==> config.mk <==
export PLATFORM = sky130hd
export DESIGN_NAME = fc_loader
export DESIGN_NICKNAME = d
export VERILOG_FILES = /design/src/rtl/fc_pkg.sv /design/src/rtl/fc_group_counter.sv /design/src/rtl/fc_loader.sv
export SDC_FILE = /design/constraint.sdc
export NUM_CORES = 1
export LEC_CHECK = 0
export CORE_MARGIN = 3
export CORE_UTILIZATION = 28
export DETAILED_ROUTE_END_ITERATION = 10
export HOLD_SLACK_MARGIN = 0.08
export PLACE_DENSITY = 0.89
export REMOVE_ABC_BUFFERS = 1
export SETUP_SLACK_MARGIN = 0.02
export SYNTH_ARGS = -nofsm -noshare
export SYNTH_HDL_FRONTEND = slang
export SYNTH_SLANG_ARGS = --single-unit
==> constraint.sdc <==
create_clock -name clock -period 2.1 [get_ports clock]
set_clock_uncertainty 0.2 [all_clocks]
set_input_delay 0.21 -clock clock [delete_from_list [all_inputs] [get_ports clock]]
set_output_delay 0.21 -clock clock [all_outputs]
set_load 0.01 [all_outputs]
==> src/rtl/fc_pkg.sv <==
// Shared types and constants for the fully-connected stage: loader state encoding,
// word/lane geometry and a lane-packing helper.
package fc_pkg;

  localparam int FC_WORD_WIDTH = 32;
  localparam int FC_LANES      = 4;
  localparam int FC_LANE_WIDTH = FC_WORD_WIDTH / FC_LANES;

  typedef enum logic [2:0] {
    FC_IDLE     = 3'd0,
    FC_LOAD_W   = 3'd1,
    FC_LOAD_B   = 3'd2,
    FC_LOAD_OP  = 3'd3,
    FC_WAIT_ACK = 3'd4,
    FC_DONE     = 3'd5
  } fc_loader_state_t;

  // Lane 0 occupies the least significant bits of the word.
  function automatic logic [FC_WORD_WIDTH-1:0] fc_pack_lanes(
    input logic [FC_LANE_WIDTH-1:0] lane0,
    input logic [FC_LANE_WIDTH-1:0] lane1,
    input logic [FC_LANE_WIDTH-1:0] lane2,
    input logic [FC_LANE_WIDTH-1:0] lane3
  );
    return {lane3, lane2, lane1, lane0};
  endfunction

endpackage

==> src/rtl/fc_group_counter.sv <==
// Group counter with synchronous clear/increment and an equality-based terminal flag.
// Shared by the loader and the FC stage; it holds at TERMINAL rather than wrapping.
module fc_group_counter #(
  parameter int WIDTH    = 8,
  parameter int TERMINAL = 255
) (
  input  logic             clock,
  input  logic             reset,
  input  logic             clear,
  input  logic             inc,
  output logic [WIDTH-1:0] count,
  output logic             terminal
);

  localparam logic [WIDTH-1:0] TERMINAL_VALUE = WIDTH'(TERMINAL);

  logic [WIDTH-1:0] count_r;

  // Count register: cleared by reset or clear, advanced by inc below the terminal value.
  always_ff @(posedge clock) begin
    if (reset || clear) begin
      count_r <= '0;
    end else if (inc && (count_r != TERMINAL_VALUE)) begin
      count_r <= count_r + WIDTH'(1);
    end else begin
      count_r <= count_r;
    end
  end

  assign count    = count_r;
  assign terminal = (count_r == TERMINAL_VALUE);

endmodule

==> src/rtl/fc_loader.sv <==
// Sequences weight, bias and operand words from three show-ahead FIFOs into the FC stage,
// one 4-lane group at a time. Define FC_LOADER_ZERO_BIAS_EN to drop the bias phase.
module fc_loader
  import fc_pkg::*;
#(
  parameter int DATA_WIDTH     = 8,
  parameter int FC_TOTAL_COUNT = 1024
) (
  input  logic                     clock,
  input  logic                     reset,
  input  logic                     start,
  input  logic [FC_WORD_WIDTH-1:0] w_dout,
  input  logic                     w_empty,
  output logic                     w_rd_en,
  input  logic [FC_WORD_WIDTH-1:0] b_dout,
  input  logic                     b_empty,
  output logic                     b_rd_en,
  input  logic [FC_WORD_WIDTH-1:0] op_dout,
  input  logic                     op_empty,
  output logic                     op_rd_en,
  output logic [FC_WORD_WIDTH-1:0] fc_new_data,
  output logic                     fc_weights_valid,
  output logic                     fc_biases_valid,
  output logic                     fc_ops_valid,
  input  logic                     fc_in_rd_en,
  output logic                     busy,
  output logic                     done_out
);

  localparam int GROUP_COUNT = FC_TOTAL_COUNT / FC_LANES;
  localparam int CNT_WIDTH   = (GROUP_COUNT > 1) ? $clog2(GROUP_COUNT) : 1;
  localparam int WORD_BITS   = DATA_WIDTH * FC_LANES;

  fc_loader_state_t state_r;
  fc_loader_state_t state_next_s;

  logic [WORD_BITS-1:0]     word_s;
  logic [FC_WORD_WIDTH-1:0] b_word_s;
  logic                     b_empty_s;
  logic                     weights_valid_s;
  logic                     biases_valid_s;
  logic                     ops_valid_s;
  logic                     w_pop_s;
  logic                     b_pop_s;
  logic                     op_pop_s;
  logic                     cnt_clear_s;
  logic                     cnt_inc_s;
  logic                     cnt_terminal_s;
  logic [CNT_WIDTH-1:0]     group_cnt_s;
  logic                     busy_r;
  logic                     done_r;
  logic                     busy_next_s;
  logic                     done_next_s;
  logic                     unused_s;

`ifdef FC_LOADER_ZERO_BIAS_EN
  localparam fc_loader_state_t AFTER_WEIGHTS = FC_LOAD_OP;

  // The FC stage's bias registers stay at their reset value of zero.
  assign b_empty_s       = 1'b1;
  assign b_word_s        = '0;
  assign b_rd_en         = 1'b0;
  assign fc_biases_valid = 1'b0;
  assign unused_s        = ^{group_cnt_s, b_dout, b_empty, b_pop_s, biases_valid_s};
`else
  localparam fc_loader_state_t AFTER_WEIGHTS = FC_LOAD_B;

  assign b_empty_s       = b_empty;
  assign b_word_s        = b_dout;
  assign b_rd_en         = b_pop_s;
  assign fc_biases_valid = biases_valid_s;
  assign unused_s        = ^group_cnt_s;
`endif

  fc_group_counter #(
    .WIDTH    (CNT_WIDTH),
    .TERMINAL (GROUP_COUNT - 1)
  ) u_group_counter (
    .clock    (clock),
    .reset    (reset),
    .clear    (cnt_clear_s),
    .inc      (cnt_inc_s),
    .count    (group_cnt_s),
    .terminal (cnt_terminal_s)
  );

  // State register plus registered status flags tracking the next state.
  always_ff @(posedge clock) begin
    if (reset) begin
      state_r <= FC_IDLE;
      busy_r  <= 1'b0;
      done_r  <= 1'b0;
    end else begin
      state_r <= state_next_s;
      busy_r  <= busy_next_s;
      done_r  <= done_next_s;
    end
  end

  // Next state, FIFO pops and the word offered to the FC stage (direct from the FIFO heads).
  always_comb begin
    state_next_s    = state_r;
    word_s          = '0;
    weights_valid_s = 1'b0;
    biases_valid_s  = 1'b0;
    ops_valid_s     = 1'b0;
    w_pop_s         = 1'b0;
    b_pop_s         = 1'b0;
    op_pop_s        = 1'b0;
    cnt_clear_s     = 1'b0;
    cnt_inc_s       = 1'b0;
    if (reset) begin
      state_next_s = FC_IDLE;
    end else begin
      case (state_r)
        FC_IDLE, FC_DONE: begin
          if (start) begin
            state_next_s = FC_LOAD_W;
            cnt_clear_s  = 1'b1;
          end else begin
            state_next_s = state_r;
          end
        end
        FC_LOAD_W: begin
          if (!w_empty) begin
            word_s          = w_dout;
            weights_valid_s = 1'b1;
            w_pop_s         = 1'b1;
            state_next_s    = AFTER_WEIGHTS;
          end else begin
            state_next_s = state_r;
          end
        end
        FC_LOAD_B: begin
          if (!b_empty_s) begin
            word_s         = b_word_s;
            biases_valid_s = 1'b1;
            b_pop_s        = 1'b1;
            state_next_s   = FC_LOAD_OP;
          end else begin
            state_next_s = state_r;
          end
        end
        FC_LOAD_OP: begin
          if (!op_empty) begin
            word_s       = op_dout;
            ops_valid_s  = 1'b1;
            op_pop_s     = 1'b1;
            state_next_s = FC_WAIT_ACK;
          end else begin
            state_next_s = state_r;
          end
        end
        FC_WAIT_ACK: begin
          if (fc_in_rd_en) begin
            if (cnt_terminal_s) begin
              state_next_s = FC_DONE;
            end else begin
              cnt_inc_s    = 1'b1;
              state_next_s = FC_LOAD_W;
            end
          end else begin
            state_next_s = state_r;
          end
        end
        default: begin
          state_next_s = FC_IDLE;
        end
      endcase
    end
    busy_next_s = (state_next_s != FC_IDLE) && (state_next_s != FC_DONE);
    done_next_s = (state_next_s == FC_DONE);
  end

  assign fc_new_data      = word_s;
  assign fc_weights_valid = weights_valid_s;
  assign fc_ops_valid     = ops_valid_s;
  assign w_rd_en          = w_pop_s;
  assign op_rd_en         = op_pop_s;
  assign busy             = busy_r;
  assign done_out         = done_r;

endmodule
* After elaboration in Yosys (flattened, before gate mapping)
Index checks and enable logic that the tools add are counted. W data, S select, Z words.
Word-level totals: bits in registers 13, bits of input ports 103, word-level logic and storage cells 49, output and inout bits 40
Cells by class: equality and inequality tests 9, $add $sub $neg 1, reduce and logical (&&, ||, !) cells 6, muxes and demuxes 29
Operators by type and width (number):
- $mux W32 | 4
- $pmux W32 S3 | 1
- $mux W3 | 7
- $mux W1 | 16
- $pmux W3 S5 | 1
- $eq A3 B3 Y1 const B | 3
- $add A8 B1 Y8 const B | 1
- $eq A8 B8 Y1 const B | 1
- $ne A8 B8 Y1 const B | 1
- $eq A3 B2 Y1 const B | 2
- $eq A3 B1 Y1 const B | 1
- $logic_not A3 Y1 | 1
- $ne A3 B3 Y1 const B | 1
- $reduce_bool A3 Y1 | 1
- $logic_and A1 B1 Y1 | 2
- $reduce_or A2 Y1 | 1
- $logic_or A1 B1 Y1 | 1

* Longest topological paths before layout
depth in word-level cells 7, depth in mapped cells 6, gate-level depth less buffers 5

* Hierarchy
From an unflattened synthesis, not the netlist that was laid out.
Second synthesis, totals: cells, all modules 174, area total of the unflattened synthesis 1358.8 um^2
By module, submodules not included:
- fc_loader | seq. area each 100.1 um^2, times used 1, area an instance 933.4 um^2, cells an instance 125
- fc_group_counter | seq. area each 160.2 um^2, times used 1, area an instance 425.4 um^2, cells an instance 49

* Worst setup path after synthesis
Ideal clock, no wire load.
kind reg2out, start point register state_r[2], end point output port fc_new_data[0], cell stages (with the launch flop) 7, path buffers 2, data arrival time 1.405 ns, path slack 0.285 ns, data required time 1.690 ns, path through dfxtp_1 buf_4 nand2b_1 nor3_2 clkbuf_1 a222oi_1 nor2_1
On the way: longest elaborated chain between the ends 3
RTL lines:
- from (decl) | line fc_loader.sv:34 | fc_loader_state_t state_r;
- from (signal assigned) | line fc_loader.sv:94 | state_r <= state_next_s;
- $eq A3 B2 Y1 or $eq A3 B1 Y1 (tied branches) | line fc_loader.sv:115 | case (state_r)
- $pmux W32 S3 * | line fc_loader.sv:115
- $mux W32 * | line fc_loader.sv:112 | if (reset) begin
- to (decl) | line fc_loader.sv:21 | output logic [FC_WORD_WIDTH-1:0] fc_new_data,
Every way passes the cells marked *; elsewhere a longest branch is shown, timed or not.

* Final worst setup path
start point register state_r[0], end point output port fc_new_data[6]
The elaborated chain is that of the path after synthesis.

==> reports/metrics.yaml <==
status:
  status: "completed"
floorplanning:
  core_area_mm2: 0.00417
  num_rows: 23
  dieWidth_um: 73.2
  start_util_pct: 30.3
  fp.dieH_um: 73.2
  dieArea_mm2: 0.00536
  io_pins: 143
sta:
  setup_viol: 0
  finalMaxSlewViolations: 0
  holdWs_ns: 0.283
  post-route-period-util_pct: 98.2
  final_hold_viol_count: 0
  worst_slew_pin_slew_ns: 0.404
  rsz0062_at_grt: "yes"
  fmax_mhz: 485
  period_needed_ns: 2.06
  relSlewSlack_pct: 73.0
routing:
  wl_per_cell_um: 19.6
  wirelength_um: 7330
  drt_pre_antenna_iters: 7
  route.antenna.remaining_nets: 0
  initialDrtViolationCount: 219
  via_count: 2149
  drc_errors: 0
  via_per_inst: 5.73
final_layout:
  seqCellArea_um2: 269
  area_delta_synth_final_pct: 137
  layout.nets: 430
  multi_input_area_um2: 950
  antenna_cells: 0
  fillCellCount: 321
  drive_gt1_share_pct: 25.5
critical_path:
  r2r-start: "state_r[1]$_SDFF_PP0_"
  rrSetupSlack_ns: 0.12
  cp-start-kind: "flip-flop"
  crit_path_max_incr_delay_ns: 0.38
  critical_path_arrival_ns: 1.65
  cp_slowest_cell: "dfxtp_4"
  crit_path_start: "state_r[0]$_SDFF_PP0_"
  crit_chain: "nor4bb_4 -> buf_4 -> buf_6 -> a222oi_1 -> nor2_1 -> buf_2"
  endpoint_kind: "output port"
  worst_ep_required_time_ns: 1.69
  critical_path.max_fanout: 6
  path_class: "reg -> out"
clock_tree:
  holdBufCountCts: 0
  cts_tree: "yes"
  cts_made_buffers: 3
  htreeDepth: 1
  clkTransAtPathRegs_ns: 0.06
  clockBufferDepth: 2
  cts-root-buf: "clkbuf_8"
  clkLatencyLatePin_ns: 0.25
  cts.sinks: 13
power_and_ir_drop:
  p_sw_share_pct: 27.9
  power.internal_w: 0.000688
  seqPwrFrac_pct: 27.2
  p_switching_w: 0.000266
  pwr-share-clk_pct: 24.1
  comb_power_share_pct: 48.7
  max-vdd-ir-drop_v: 0.000265
  p_per_area_mw_per_mm2: 318
  power.total_w: 0.000953
  power_leakage_nw: 1.23
placed_design:
  gp_congestion: 0.880
  io_buffer_count: 142
  dp_hpwl_um: 4960
yosys:
  ys_ff_latch: 13
  ys_types: 39
  yosysWarnings: 0
  postSynthAreaPerCell_um2: 7.61
  synth_edf_count: 0
  netlist_area_mm2: 0.00126
  synth_seq_area_share_pct: 20.6
  async_reset_ff_share_pct: 0
  synth-main-ff-cell: "dfxtp_1"
  syn_inst: 166
grt:
  grt_max_degree: 28
  grt_pass1_wl_um: 10900
  grt_overflow: 0
  antenna_found_initial: 0
  grt_pass1_vias: 2194
  gr-usage-all-layers_pct: 25.9
run:
  timing.max_cap.violations: 0
worst_hold_path:
  min_path_type: "reg -> reg"
  hp-start: "u_group_counter.count[6]$_SDFFE_PP0P_"
-- synthesized netlist by cell type (4+ instances only) --
| master | number | area, µm² |
|---|---|---|
| nor2_1 | 38 | 143 |
| a222oi_1 | 32 | 320 |
| dfxtp_1 | 13 | 260 |
| clkbuf_1 | 10 | 37.5 |
| inv_1 | 5 | 18.8 |
| buf_2 | 4 | 20.0 |
| buf_4 | 4 | 30.0 |
| nand2_1 | 4 | 15.0 |
| nand2b_1 | 4 | 25.0 |
-- layout make-up --
class | instances | area share [%]
Timing Repair Buffer | 174 | 55.1
Tap cell | 50 | 2.09
Sequential cell | 13 | 8.98
Inverter | 5 | 0.626
Clock buffer | 4 | 1.50
Multi-Input combinational cell | 129 | 31.7
-- kinds of logic (layout without fill, tap and decap cells) --
| kind of cell | Yosys count | after routing | share of synthesized area (%) |
|---|---|---|---|
| AO/OA/AOI/OAI | 52 | 52 | 36.8 |
| XOR/XNOR | 2 | 2 | 1.39 |
| adder cells (fa/ha/maj) | 1 | 1 | 0.990 |
| buffers and inverters | 24 | 183 | 9.31 |
| flip-flops | 13 | 13 | 20.6 |
| multiplexers | 4 | 4 | 3.27 |
| AND/OR/NAND/NOR | 70 | 70 | 27.6 |
-- state kept, by name, indices dropped and copies added (netlist names) --
name,count
busy,1
done_out,1
state_r,3
u_group_counter.count,8
-- worst max-delay path, delay by kind of cell (launching register included) --
family / cells / cell delay (ns)
AOI/OAI and AO/OA: 1 / 0.08
buffers and inverters: 3 / 0.44
DFF: 1 / 0.38
and+or+nand+nor: 2 / 0.50
-- path summary, 6_finish.rpt --
check / to / cells past startpoint
worst max-delay path: fc_new_data[6] / 6
worst min-delay path: u_group_counter.count[6]$_SDFFE_PP0P_ / 2
worst min register to register: u_group_counter.count[6]$_SDFFE_PP0P_ / 2
worst max register to register: busy$_SDFF_PP0_ / 6
-- metrics by stage --
stage / TNS [ns] / utilization, % / setup WS, ns / std cells / area (µm²)
6_report: 0 / 71.8 / 0.0368 / 375 / 3000
5_1_grt: -0.374 / 71.8 / -0.0522 / 375 / 3000
4_1_cts: -0.0758 / 71.4 / -0.0758 / 374 / 2980
3_5_place_dp: -11.10 / 69.2 / -0.341 / 360 / 2890
3_3_place_gp: -10.67 / 69.2 / -0.343 / 360 / 2890
2_1_floorplan: -70.17 / - / -1.95 / 147 / 1160
-- power groups by stage --
| stage | registers, W | logic [W] | clock network, W |
|---|---|---|---|
| 5_1_grt | 0.000259 | 0.000489 | 0.000248 |
| 4_1_cts | 0.000259 | 0.000453 | 0.000230 |
| 3_5_place_dp | 0.000263 | 0.000412 | 0 |
| 6_report | 0.000259 | 0.000464 | 0.000230 |
| 3_3_place_gp | 0.000263 | 0.000410 | 0 |
| 2_1_floorplan | 0.000267 | 0.000106 | 0 |
-- cell usage in the layout, fill, tap and decap left out, drive strengths merged --
| cell type | Yosys | layout |
|---|---|---|
| o21ai | 4 | 4 |
| o211ai | 4 | 4 |
| a211oi | 2 | 2 |
| clkdlybuf4s50 | 0 | 101 |
| mux2 | 1 | 1 |
| o31ai | 3 | 3 |
| buf | 9 | 63 |
| and4b | 1 | 1 |
| nand2b | 4 | 4 |
| or4 | 1 | 1 |
| or3b | 1 | 1 |
| inv | 5 | 5 |
| nand2 | 4 | 4 |
| nor4 | 2 | 2 |
| and2 | 3 | 3 |
| nor4bb | 1 | 1 |
| ha | 1 | 1 |
| clkbuf | 10 | 5 |
| nor3 | 4 | 4 |
| and4bb | 1 | 1 |
| nor2b | 3 | 3 |
| or3 | 3 | 3 |
| a2bb2oi | 1 | 1 |
| dlygate4sd2 | 0 | 8 |
| a31oi | 2 | 2 |
| xor2 | 2 | 2 |
| nand4 | 1 | 1 |
| nor2 | 38 | 38 |
| dlymetal6s2s | 0 | 1 |
| nand3 | 3 | 3 |
| a222oi | 32 | 32 |
| a21oi | 3 | 3 |
| o221a | 1 | 1 |
| mux2i | 3 | 3 |
| dfxtp | 13 | 13 |
-- metal layers --
metal / share of wire (%) / up-vias / track usage [%]
met5: 0 / - / 0
met2: 52 / 138 / 47.7
met4: 1.7 / 0 / 7.99
li1: - / 992 / -
met3: 8.2 / 16 / 4.96
met1: 38 / 1003 / 29.6
-- timing repair --
item	4_1_cts	5_1_grt
cloned	4	2
gates resized for setup	149	10
endpoints found under the setup margin	38	32
pin swaps	14	21
buffers inserted	6	2
No activity file was read; power rests on OpenSTA's default activity.
